File: config.mk
export PLATFORM = sky130hd
export DESIGN_NAME = draw_arbiter_flat
export DESIGN_NICKNAME = d
export VERILOG_FILES = /design/src/rtl/draw_arbiter_if.sv /design/src/rtl/draw_arbiter.sv /design/src/flat_wrapper.sv
export SDC_FILE = /design/constraint.sdc
export NUM_CORES = 1
export LEC_CHECK = 0
export ABC_AREA = 1
export CAP_MARGIN = 5
export CORE_UTILIZATION = 47
export DETAILED_ROUTE_END_ITERATION = 7
export PLACE_DENSITY_LB_ADDON = 0.15
export SLEW_MARGIN = 20
export SYNTH_ARGS = -nofsm -noshare
export SYNTH_HDL_FRONTEND = slang
export SYNTH_SLANG_ARGS = --single-unit
File: constraint.sdc
create_clock -name clk -period 4.68 [get_ports clk]
set_input_delay 0.468 -clock clk [delete_from_list [all_inputs] [get_ports clk]]
set_output_delay 0.468 -clock clk [all_outputs]
set_load 0.02 [all_outputs]
File: src/rtl/draw_arbiter_if.sv
// draw_arbiter_if
// Bundles the requester-facing and engine-facing signals of the draw arbiter.
//   req        per-requester level request, held until its ack
//   req_x/y    packed 10-bit origins, requester i at [10i+9:10i]
//   req_color  packed 3-bit colours, requester i at [3i+2:3i]
//   draw_done  single-cycle completion pulse from the draw engine
//   eng_go     load strobe to the engine (falling edge starts the draw)
//   eng_x/y    latched origin, eng_color latched colour
//   grant      one-hot current owner, ack one-cycle completion pulse to owner
//   busy       arbiter not idle, timeout_err one-cycle watchdog abort pulse
// Modports: master = requesters + engine side, slave = the arbiter.
interface draw_arbiter_if #(
  parameter int NREQ = 4
);
  logic [NREQ-1:0]    req;
  logic [NREQ*10-1:0] req_x;
  logic [NREQ*10-1:0] req_y;
  logic [NREQ*3-1:0]  req_color;
  logic               draw_done;
  logic               eng_go;
  logic [9:0]         eng_x;
  logic [9:0]         eng_y;
  logic [2:0]         eng_color;
  logic [NREQ-1:0]    grant;
  logic [NREQ-1:0]    ack;
  logic               busy;
  logic               timeout_err;

  modport master (
    output req, req_x, req_y, req_color, draw_done,
    input  eng_go, eng_x, eng_y, eng_color, grant, ack, busy, timeout_err
  );

  modport slave (
    input  req, req_x, req_y, req_color, draw_done,
    output eng_go, eng_x, eng_y, eng_color, grant, ack, busy, timeout_err
  );
endinterface

File: src/rtl/draw_arbiter.sv
// draw_arbiter
// Round-robin scheduler sharing one rectangle draw engine among NREQ
// screen-object requesters. The winner's origin and colour are latched,
// the engine is strobed for one cycle, and the arbiter waits for draw_done
// (or a watchdog expiry) before acknowledging the owner.
// Ports:
//   clk     system clock, all state on posedge
//   resetn  asynchronous active-low reset
//   bus     draw_arbiter_if slave modport (requests in, engine/grant/ack out)
// Parameters:
//   NREQ       number of requesters (2..8)
//   TIMEOUT_W  watchdog width; a draw is aborted after 2^TIMEOUT_W-1 busy cycles
module draw_arbiter #(
  parameter int NREQ      = 4,
  parameter int TIMEOUT_W = 16
) (
  input  logic          clk,
  input  logic          resetn,
  draw_arbiter_if.slave bus
);

  localparam int IDX_W = (NREQ > 1) ? $clog2(NREQ) : 1;

  localparam logic [1:0] S_IDLE  = 2'd0;
  localparam logic [1:0] S_GRANT = 2'd1;
  localparam logic [1:0] S_BUSY  = 2'd2;
  localparam logic [1:0] S_ACK   = 2'd3;

  // The counter is cleared when BUSY is entered, so the cycle in which it
  // holds all-ones-minus-one is the (2^W-1)th busy cycle: leave on that edge.
  localparam logic [TIMEOUT_W-1:0] WD_LAST = ~(TIMEOUT_W'(1));

  logic [1:0]           state_q,     state_d;
  logic [IDX_W-1:0]     last_q,      last_d;
  logic [NREQ-1:0]      grant_q,     grant_d;
  logic [9:0]           eng_x_q,     eng_x_d;
  logic [9:0]           eng_y_q,     eng_y_d;
  logic [2:0]           eng_color_q, eng_color_d;
  logic [TIMEOUT_W-1:0] wd_q,        wd_d;
  logic                 timeout_q,   timeout_d;

  logic                 found;
  logic [IDX_W-1:0]     win;
  logic [IDX_W-1:0]     cand;
  logic [9:0]           sel_x;
  logic [9:0]           sel_y;
  logic [2:0]           sel_color;

  // Rotating priority search starting just after the last owner; last_q
  // doubles as the owner index while a draw is in flight.
  always_comb begin
    found = 1'b0;
    win   = last_q;
    cand  = last_q;
    for (int i = 0; i < NREQ; i++) begin
      cand = IDX_W'((int'(last_q) + 1 + i) % NREQ);
      if (!found && bus.req[cand]) begin
        found = 1'b1;
        win   = cand;
      end
    end
  end

  always_comb begin
    sel_x     = '0;
    sel_y     = '0;
    sel_color = '0;
    for (int j = 0; j < NREQ; j++) begin
      if (win == IDX_W'(j)) begin
        sel_x     = bus.req_x[j*10 +: 10];
        sel_y     = bus.req_y[j*10 +: 10];
        sel_color = bus.req_color[j*3 +: 3];
      end
    end
  end

  // draw_done is only looked at in BUSY; a simultaneous done and expiry is
  // treated as a normal completion.
  always_comb begin
    state_d     = state_q;
    last_d      = last_q;
    grant_d     = grant_q;
    eng_x_d     = eng_x_q;
    eng_y_d     = eng_y_q;
    eng_color_d = eng_color_q;
    wd_d        = wd_q;
    timeout_d   = 1'b0;
    case (state_q)
      S_IDLE: begin
        if (found) begin
          state_d     = S_GRANT;
          last_d      = win;
          grant_d     = NREQ'(1) << win;
          eng_x_d     = sel_x;
          eng_y_d     = sel_y;
          eng_color_d = sel_color;
        end
      end
      S_GRANT: begin
        state_d = S_BUSY;
        wd_d    = '0;
      end
      S_BUSY: begin
        wd_d = wd_q + 1'b1;
        if (bus.draw_done) begin
          state_d = S_ACK;
        end else if (wd_q == WD_LAST) begin
          state_d   = S_ACK;
          timeout_d = 1'b1;
        end
      end
      S_ACK: begin
        state_d = S_IDLE;
        grant_d = '0;
      end
      default: state_d = S_IDLE;
    endcase
  end

  always_ff @(posedge clk or negedge resetn) begin
    if (!resetn) begin
      state_q     <= S_IDLE;
      last_q      <= IDX_W'(NREQ - 1);
      grant_q     <= '0;
      eng_x_q     <= '0;
      eng_y_q     <= '0;
      eng_color_q <= '0;
      wd_q        <= '0;
      timeout_q   <= 1'b0;
    end else begin
      state_q     <= state_d;
      last_q      <= last_d;
      grant_q     <= grant_d;
      eng_x_q     <= eng_x_d;
      eng_y_q     <= eng_y_d;
      eng_color_q <= eng_color_d;
      wd_q        <= wd_d;
      timeout_q   <= timeout_d;
    end
  end

  // All outputs decode registered state only.
  assign bus.eng_go      = (state_q == S_GRANT);
  assign bus.busy        = (state_q != S_IDLE);
  assign bus.ack         = (state_q == S_ACK) ? grant_q : '0;
  assign bus.timeout_err = timeout_q;
  assign bus.grant       = grant_q;
  assign bus.eng_x       = eng_x_q;
  assign bus.eng_y       = eng_y_q;
  assign bus.eng_color   = eng_color_q;

endmodule

File: src/flat_wrapper.sv
// flat-port wrapper written by rule: the top's interface ports become plain ports
module draw_arbiter_flat 
#(
  parameter int NREQ      = 4,
  parameter int TIMEOUT_W = 16
)
  (clk, resetn, bus_req, bus_req_x, bus_req_y, bus_req_color, bus_draw_done, bus_eng_go, bus_eng_x, bus_eng_y, bus_eng_color, bus_grant, bus_ack, bus_busy, bus_timeout_err);
  draw_arbiter_if #(.NREQ(NREQ)) bus_i ();
  input  logic clk;
  input  logic resetn;
  input wire logic [$bits(bus_i.req)-1:0] bus_req;
  input wire logic [$bits(bus_i.req_x)-1:0] bus_req_x;
  input wire logic [$bits(bus_i.req_y)-1:0] bus_req_y;
  input wire logic [$bits(bus_i.req_color)-1:0] bus_req_color;
  input wire logic [$bits(bus_i.draw_done)-1:0] bus_draw_done;
  output wire logic [$bits(bus_i.eng_go)-1:0] bus_eng_go;
  output wire logic [$bits(bus_i.eng_x)-1:0] bus_eng_x;
  output wire logic [$bits(bus_i.eng_y)-1:0] bus_eng_y;
  output wire logic [$bits(bus_i.eng_color)-1:0] bus_eng_color;
  output wire logic [$bits(bus_i.grant)-1:0] bus_grant;
  output wire logic [$bits(bus_i.ack)-1:0] bus_ack;
  output wire logic [$bits(bus_i.busy)-1:0] bus_busy;
  output wire logic [$bits(bus_i.timeout_err)-1:0] bus_timeout_err;
  assign bus_i.req = bus_req;
  assign bus_i.req_x = bus_req_x;
  assign bus_i.req_y = bus_req_y;
  assign bus_i.req_color = bus_req_color;
  assign bus_i.draw_done = bus_draw_done;
  assign bus_eng_go = bus_i.eng_go;
  assign bus_eng_x = bus_i.eng_x;
  assign bus_eng_y = bus_i.eng_y;
  assign bus_eng_color = bus_i.eng_color;
  assign bus_grant = bus_i.grant;
  assign bus_ack = bus_i.ack;
  assign bus_busy = bus_i.busy;
  assign bus_timeout_err = bus_i.timeout_err;
  draw_arbiter #(.NREQ(NREQ), .TIMEOUT_W(TIMEOUT_W)) u_core (.clk(clk), .resetn(resetn), .bus(bus_i));
endmodule
### After elaboration in Yosys (flattened, before gate mapping)

Cells that the tools add are included.

* add/sub/neg operators: 5
* order comparisons: 4
* equality and inequality tests: 9
* shift operators: 1
* mux-type cells: 39
* reduce and logical (&&, ||, !) cells: 14

Operators with widths (number)
* 10-bit two-way mux: 8
* 16-bit case mux with 2 select lines: 1
* 16-bit by 1-bit adder with 16-bit output (second input constant): 1
* 16-bit equality test (second input constant): 1
* 2-bit two-way mux: 7
* 2-bit by 3-bit < comparator with 1-bit output (second input constant): 4
* 3-bit two-way mux: 4
* 1-bit two-way mux: 11
* 1-bit binary-select mux with 2-bit select: 4
* 2-bit equality test (second input constant): 4
* 4-bit two-way mux: 2
* 2-bit case mux with 4 select lines: 1
* 4-bit case mux with 2 select lines: 1
* 2-bit AND reduction: 3
* 2-bit nonzero test: 3
* 2-bit by 1-bit adder with 2-bit output (second input constant): 2
* 2-bit adder (second input constant): 2
* 2-bit by 1-bit equality test with 1-bit output (second input constant): 2
* 2-bit logical NOT: 2
* 1-bit by 2-bit << shifter with 4-bit output (first input constant): 1
* 1-bit logical AND: 3
* 1-bit logical NOT: 3
* 3-bit by 2-bit != test with 1-bit output (second input constant): 1
* 2-bit by 1-bit != test with 1-bit output (second input constant): 1

* register bits after elaboration: 48
* input port bits: 99

### Logic depth before layout (Yosys ltp)

Gate-level depths: netlist of the first run.

* depth after elaboration: 18
* mapped depth: 17

### Worst setup path before layout of the first run

Ideal clock, no wire load.

* path type: reg2reg
* from: register u_core.state_q[0]
* to: register u_core.wd_q[15]
* setup time: 0.123 ns
* arrival: 1.799 ns
* slack: 2.757 ns
* cell stages (with the launch flop): 12
* buffers on the path: 0
* cell sequence: dfrtp_1 inv_1 ha_1 nand2_1 nor2_1 nand2_1 nor2_1 nand4_1 nor4_1 nand2_1 o21ai_0 a21oi_1

* longest elaborated chain between the ends: 2
* elaborated cells on any way between the ends: 4

RTL lines
* start: declaration: RTL line draw_arbiter.sv:33 `logic [1:0] state_q, state_d;`
* start signal: assignment: RTL line draw_arbiter.sv:131 `state_q <= state_d;`
* 2-bit equality test or 2-bit by 1-bit equality test with 1-bit output (tied branches): RTL line draw_arbiter.sv:88 `case (state_q)`
* 16-bit case mux with 2 select lines or 2-bit nonzero test (tied branches)
* end signal: assignment: RTL line draw_arbiter.sv:137 `wd_q <= wd_d;`
* end: declaration: RTL line draw_arbiter.sv:39 `logic [TIMEOUT_W-1:0] wd_q, wd_d;`

Several ways; a longest one is shown, not always the timed one.
A chain may end at the register's enable or synchronous reset.

### Worst setup path in the final report of the first run

* from: register u_core.last_q[0]
* to: register u_core.eng_x_q[1], in the netlist u_core.bus.eng_x[1]

* longest elaborated chain between the ends: 18
* elaborated cells on any way between the ends: 35

RTL lines
* start: declaration: RTL line draw_arbiter.sv:34 `logic [IDX_W-1:0] last_q, last_d;`
* start signal: assignment: RTL line draw_arbiter.sv:123 `last_q <= IDX_W'(NREQ - 1);`
* start signal: assignment: RTL line draw_arbiter.sv:132 `last_q <= last_d;`
* parallel branches: the longest is 18 deep, another holds 2-bit by 1-bit adder with 2-bit output
* end signal: assignment: RTL line draw_arbiter.sv:134 `eng_x_q <= eng_x_d;`
* end: declaration: RTL line draw_arbiter.sv:36 `logic [9:0] eng_x_q, eng_x_d;`

Parallel ways; which one is timed is not known. The select of a mux whose other input is x is not followed.

==> results of run 1 <==
-- through the flow --
stage / util (%) / area, µm² / hold WS, ps / setup slack, ps / power (mW)
CTS: 70.9 / 4530 / 381 / 1740 / 3.36
detailed placement: 69.2 / 4420 / 465 / 1510 / 3.05
global placement: 69.2 / 4420 / 462 / 1690 / 2.95
floorplan: - / 3130 / 172 / 2760 / 2.50
global route: 71.0 / 4530 / 199 / 1450 / 3.67
finish: 71.0 / 4530 / 161 / 1720 / 3.35
-- worst min path at each step --
stage	cells past startpoint	slack (ps)	to
3_5_place_dp	2	460	u_core.bus.eng_x[9]
6_report	1	160	u_core.state_q[0]
5_1_grt	1	200	u_core.state_q[0]
4_1_cts	1	380	u_core.wd_q[15]
3_3_place_gp	2	460	u_core.bus.eng_x[9]
2_1_floorplan	0	170	u_core.bus.eng_color[0]
-- power groups by stage --
stage / clock (mW) / sequential, mW / combinational [mW]
finish: 0.304 / 0.671 / 2.38
global route: 0.326 / 0.687 / 2.65
CTS: 0.308 / 0.670 / 2.38
detailed placement: 0 / 0.674 / 2.37
global placement: 0 / 0.674 / 2.28
floorplan: 0 / 0.772 / 1.72
-- routing by layer --
metal / global-route usage [%] / part of all wire, % / vias to the layer above
met5: 0 / 0 / -
li1: - / - / 1704
met2: 47.3 / 52 / 135
met3: 7.52 / 7.8 / 15
met1: 28.3 / 39 / 1573
met4: 7.40 / 1.9 / 0
-- layout by cell type, fill, tap and decap left out, types with 2 or more instances in the layout --
| master | synthesis | routed |
|---|---|---|
| dfstp_2 | 2 | 2 |
| inv_2 | 3 | 3 |
| inv_1 | 28 | 28 |
| a21oi_1 | 12 | 12 |
| o21ai_0 | 30 | 30 |
| clkdlybuf4s50_1 | 0 | 131 |
| dfrtp_1 | 46 | 46 |
| nand2_1 | 132 | 132 |
| nor2_1 | 63 | 63 |
| nand4_1 | 8 | 8 |
| buf_4 | 6 | 2 |
| clkbuf_8 | 0 | 5 |
| o22ai_1 | 3 | 3 |
| nor3_1 | 7 | 7 |
| ha_1 | 7 | 7 |
| o21ai_1 | 7 | 7 |
| nand2_4 | 4 | 4 |
| nand3_1 | 56 | 56 |
| nand2_2 | 18 | 18 |
-- cells in the mapped netlist, types with 2 or more instances --
master,n
a21oi_1,12
buf_2,5
buf_4,6
buf_6,3
clkbuf_1,3
dfrtp_1,46
dfstp_2,2
ha_1,7
inv_1,28
inv_2,3
nand2_1,132
nand2_2,18
nand2_4,4
nand3_1,56
nand4_1,8
nor2_1,63
nor3_1,7
o21ai_0,30
o21ai_1,7
o22ai_1,3
-- cell type report --
type                       instances  area [µm²]  area share [%]
inverter                          33         131            2.90
timing repair buffer             133        1330            29.3
clock buffer                       5        68.8            1.52
sequential                        48        1200            26.6
tap                               77        96.3            2.13
multi-input combinational        354        1660            36.7
clock inverter                     3        42.5           0.938
-- registers in the layout, indices dropped and copies added, names as in the netlist --
signal	flops
u_core.bus.grant	4
u_core.last_q	2
u_core.bus.timeout_err	1
u_core.state_q	2
u_core.bus.eng_color	3
u_core.bus.eng_y	10
u_core.bus.eng_x	10
u_core.wd_q	16
-- logic make-up (layout without fill, tap and decap cells) --
logic type	after synthesis	after routing	share of synthesized area [%]
AO/OA/AOI/OAI	54	54	8.92
AND/OR/NAND/NOR	292	292	41.2
flip-flops	48	48	38.5
adder cells (fa/ha/maj)	7	7	2.80
buffers and inverters	51	174	8.36
XOR/XNOR	1	1	0.280
-- critical path: stages (launching register included) --
cell and delay, ps:
dfstp_2 680, nand2_1 100, nand2_2 130, nand2_1 80, nand2_1 120, nand3_1 120
nand3_1 110, nand2_2 370, inv_2 450, nand2_4 280, nor2_1 170, nor2_1 60
nand2_1 100, nand2_1 50
==> impl_metrics.env, run 1 <==
export IMPL_status="finished clean"
export IMPL_synth_cells=453
export IMPL_crit_required_ps=4870
export IMPL_yosysSeqAreaShare_pct=38.5
export IMPL_syn_avg_cell_area_um2=6.91
export IMPL_ios=133
export IMPL_cap_violations=0
export IMPL_path_class="register to register"
export IMPL_power_density_nw_per_um2=740
export IMPL_firstDrtPassIters=4
export IMPL_finalHoldViolCount=0
export IMPL_core_um2=6390
export IMPL_dp_final_hpwl_um=6660
export IMPL_clockRootBuffer="clkbuf_8"
export IMPL_synth_fp_nets=559
export IMPL_clock_skew_ps=6.18
export IMPL_crit_fanout=31
export IMPL_grt_pass1_vias=3295
export IMPL_cts_buffer_depth=2
export IMPL_placementRows=29
export IMPL_antenna_found_initial=0
export IMPL_syn2layout_area_growth_pct=44.9
export IMPL_hold_class="primary input to async pin"
export IMPL_setup_viol=0
export IMPL_grt_max_degree=49
export IMPL_pwr_share_clk_pct=9.1
export IMPL_fmax_mhz=338
export IMPL_placed_cells=645
export IMPL_p_switching_mw=1.80
export IMPL_post_synth_top_area_cell="dfrtp_1"
export IMPL_synth_cell_types=30
export IMPL_track_usage_pct=25.6
export IMPL_synth_top_area_share_pct=36.8
export IMPL_ctsHoldBuffers=0
export IMPL_r2r_cells=13
export IMPL_cts_resized=0
export IMPL_pwr_share_comb_pct=70.9
export IMPL_clk_pin_slew_worst_paths_ps=90
export IMPL_ys_seq_elements=48
export IMPL_cts_tree="done"
export IMPL_synth_main_ff_cell="dfrtp_1"
export IMPL_ir_worst_vdd_mv=0.482
export IMPL_drtAntennaViolNets=0
export IMPL_start_util_pct=49.0
export IMPL_drv_slew=0
export IMPL_grt_overflow=0
export IMPL_yosys_warnings=0
export IMPL_io_buffer_count=132
export IMPL_grt_pass1_wl_um=14400
export IMPL_num_nets_final=681
export IMPL_crit_end="u_core.bus.eng_x[1]"
export IMPL_finalCriticalPeriod_ps=2960
export IMPL_tightest_slew_ps=790
export IMPL_power_leakage_nw=2.07
export IMPL_fp_dieH_um=83.6
export IMPL_start_kind="register"
export IMPL_sequentialPowerShare_pct=20.0
export IMPL_r2r_end="u_core.bus.eng_x[1]"
export IMPL_synth_edf_count=0
export IMPL_post_cts_buffers=0
export IMPL_antenna_cells=0
export IMPL_dieArea_um2=6990
export IMPL_cts_made_buffers=5
export IMPL_worst_setup_path_end_kind="register"
export IMPL_cp_arrival_ps=3160
export IMPL_r2r_start="u_core.last_q[0]"
export IMPL_synth_area_top_cells="dfrtp_1 37%, nand2_1 16%, nand3_1 9.0%, nor2_1 7.6%, o21ai_0 4.8%"
export IMPL_vias_per_cell=5.25
export IMPL_gp_congestion=0.850
export IMPL_cts_num_sinks=48
export IMPL_switching_share_pct=53.7
export IMPL_internal_power_mw=1.55
export IMPL_grt_setup_unrepaired="false"
export IMPL_stdcell_count=653
export IMPL_crit_path_start="u_core.last_q[0]"
export IMPL_clk_latency_ps=300
export IMPL_h_tree_depth=2
export IMPL_drt_iter0_drc=146
export IMPL_max_slew_margin_rel_pct=47.2
export IMPL_fill_cells=526
export IMPL_die_x_um=83.6
export IMPL_r2r_slack_ps=1720
export IMPL_setup_tns_ps=0
export IMPL_vias=3427
export IMPL_syn_area_um2=3130
export IMPL_synthArstFlopShare_pct=100
export IMPL_fin_crit_sh_pct=63.3
export IMPL_route_detailed_drc=0
export IMPL_drt_wl_total_um=8940
export IMPL_wl_per_cell_um=13.7
export IMPL_drive_gt1_share_pct=7.29
Power figures use the tool's default switching activity.
==> run 2: changes to the inputs <==
--- a/config.mk
+++ b/config.mk
@@ -7,7 +7,7 @@
 export LEC_CHECK = 0
 export ABC_AREA = 1
 export CAP_MARGIN = 5
-export CORE_UTILIZATION = 47
+export CORE_UTILIZATION = 43
 export DETAILED_ROUTE_END_ITERATION = 7
 export PLACE_DENSITY_LB_ADDON = 0.15
 export SLEW_MARGIN = 20
==> constraint.sdc (replaced) <==
create_clock -name clk -period 3 [get_ports clk]
set_input_delay 0.3 -clock clk [delete_from_list [all_inputs] [get_ports clk]]
set_output_delay 0.3 -clock clk [all_outputs]
set_load 0.02 [all_outputs]
==> run 2 against run 1 <==
  * Core utilization down 5.0 points
  * Fmax up 21%
  * Hold slack worse by 100 ps
  * Count of clock-buffer cells in the layout up 1
  * Worst setup slack worse by 1200 ps
  * Sequential share of layout area down 0.14 points
  * Largest power group unchanged
  * Highest routed layer unchanged
==> impl_metrics.env, run 2 (synthesis gave the netlist of run 1 again) <==
export IMPL_route_detailed_drc=0
export IMPL_drt_iter0_drc=231
export IMPL_final_common_cell="nand2_1"
export IMPL_track_usage_pct=25.8
export IMPL_stdcell_count=674
export IMPL_status="finished clean"
export IMPL_num_nets_final=684
export IMPL_largest_register_ffs=16
export IMPL_cpMaxStageDelayCell="dfstp_2"
export IMPL_crit_top_cell="nand2_1"
export IMPL_r2r_start="u_core.last_q[0]"
export IMPL_grt_setup_unrepaired="false"
export IMPL_grt_max_degree=34
export IMPL_critical_path_max_stage_delay_ps=680
export IMPL_hold_class="primary input to async pin"
export IMPL_vias=3462
export IMPL_antenna_found_initial=0
export IMPL_crit_path_start="u_core.last_q[0]"
export IMPL_cts_num_sinks=48
export IMPL_placed_cells=667
export IMPL_crit_chain="inv_6, nand2_1, nand3_1, nand2_1, inv_1, nor2_4, nand3_1, nand2_2, buf_4, nand2_2, inv_4, nand2_1, nand3_1, nand2_1, nand2_1"
export IMPL_clock_skew_ps=5.85
export IMPL_tightest_slew_ps=755
export IMPL_core_um2=6910
export IMPL_grt_overflow=0
export IMPL_power_density_nw_per_um2=1140
export IMPL_drt_wl_total_um=9120
export IMPL_h_tree_depth=2
export IMPL_multiInputGateArea_um2=1660
export IMPL_crit_fanout=30
export IMPL_setup_viol=0
export IMPL_regArea_um2=1200
export IMPL_clockRootBuffer="clkbuf_8"
export IMPL_firstDrtPassIters=4
export IMPL_r2r_cells=15
export IMPL_start_kind="register"
export IMPL_finalHoldViolCount=0
export IMPL_syn2layout_area_growth_pct=45.6
export IMPL_start_util_pct=45.3
export IMPL_ir_worst_vdd_mv=0.529
export IMPL_clk_pin_slew_worst_paths_ps=90
export IMPL_gp_congestion=0.833
export IMPL_crit_required_ps=3250
export IMPL_fin_crit_sh_pct=81.5
export IMPL_finalCriticalPeriod_ps=2450
export IMPL_die_x_um=87.3
export IMPL_grt_pass1_wl_um=15200
export IMPL_power_leakage_nw=2.08
export IMPL_fin_util_pct=66.0
export IMPL_wl_per_cell_um=13.5
export IMPL_dieArea_um2=7620
export IMPL_hold_slack_ps=60.3
export IMPL_antenna_cells=0
export IMPL_ios=133
export IMPL_setup_tns_ps=0
export IMPL_largest_register="u_core.wd_q"
export IMPL_post_cts_buffers=0
export IMPL_path_class="register to register"
export IMPL_r2r_end="u_core.bus.eng_x[2]"
export IMPL_fill_cells=634
export IMPL_placementRows=30
export IMPL_cp_arrival_ps=2690
export IMPL_worst_setup_path_end_kind="register"
export IMPL_totalPowerFinal_mw=5.21
export IMPL_cts_made_buffers=5
export IMPL_dp_final_hpwl_um=6910
export IMPL_max_slew_margin_rel_pct=49.7
export IMPL_fp_dieH_um=87.3
export IMPL_drive_gt1_share_pct=7.61
export IMPL_ctsHoldBuffers=0
export IMPL_clk_latency_ps=300
export IMPL_cts_tree="done"
export IMPL_cts_buffer_depth=2
export IMPL_io_buffer_count=132
export IMPL_r2r_slack_ps=550
export IMPL_most_common_layout_cells="132 x nand2_1, 131 x clkdlybuf4s50_1, 63 x nor2_1"
export IMPL_grt_pass1_vias=3359
export IMPL_drtAntennaViolNets=0
export IMPL_vias_per_cell=5.14
export IMPL_cap_violations=0
export IMPL_cts_resized=0
export IMPL_drv_slew=0
export IMPL_fmax_mhz=409
## run 2: stage by stage
stage,setup WS (ps),cell area [µm²]
after floorplan,1080,3130
after global placement,583,4470
after detailed placement,506,4470
after CTS,569,4560
after global routing,322,4560
final,554,4560
## run 2: final cells by class
type                    instances  area share (%)
multi-input cells             354            36.5
repair buffers                136            29.5
flip-flops and latches         48            26.4
inverters                      33            2.88
well taps                      96            2.64
clock buffers                   6            1.81
clock inverters                 1           0.192
## run 2: worst max-delay path, delay by kind of cell (launching register included)
| family | cells | cell delay (ps) |
|---|---|---|
| buffers and inverters | 4 | 710 |
| DFF | 1 | 680 |
| and+or+nand+nor | 11 | 990 |
## run 2: worst max-delay path by stage
stage	endpoint	cells after the start
2_1_floorplan	u_core.wd_q[15]	11
3_3_place_gp	u_core.bus.eng_color[0]	16
3_5_place_dp	u_core.bus.eng_x[3]	14
4_1_cts	u_core.bus.eng_x[3]	15
5_1_grt	u_core.bus.eng_y[4]	15
6_report	u_core.bus.eng_x[2]	15
## run 2: where the power goes
group	leakage (nW)	total (mW)	internal [mW]	switching, mW
clock	0.0473	0.399	0.184	0.215
sequential	0.620	1.05	0.884	0.166
combinational	1.41	3.76	1.32	2.44
total	2.08	5.21	2.39	2.82
## run 2: routing by layer
layer	track usage, %	wire length, µm	vias up	part of all wire, %
met4	9.24	252	0	2.8
met5	0	0	-	0
li1	-	-	1707	-
met2	43.8	4430	152	49
met1	32.0	3810	1584	42
met3	5.97	625	19	6.9
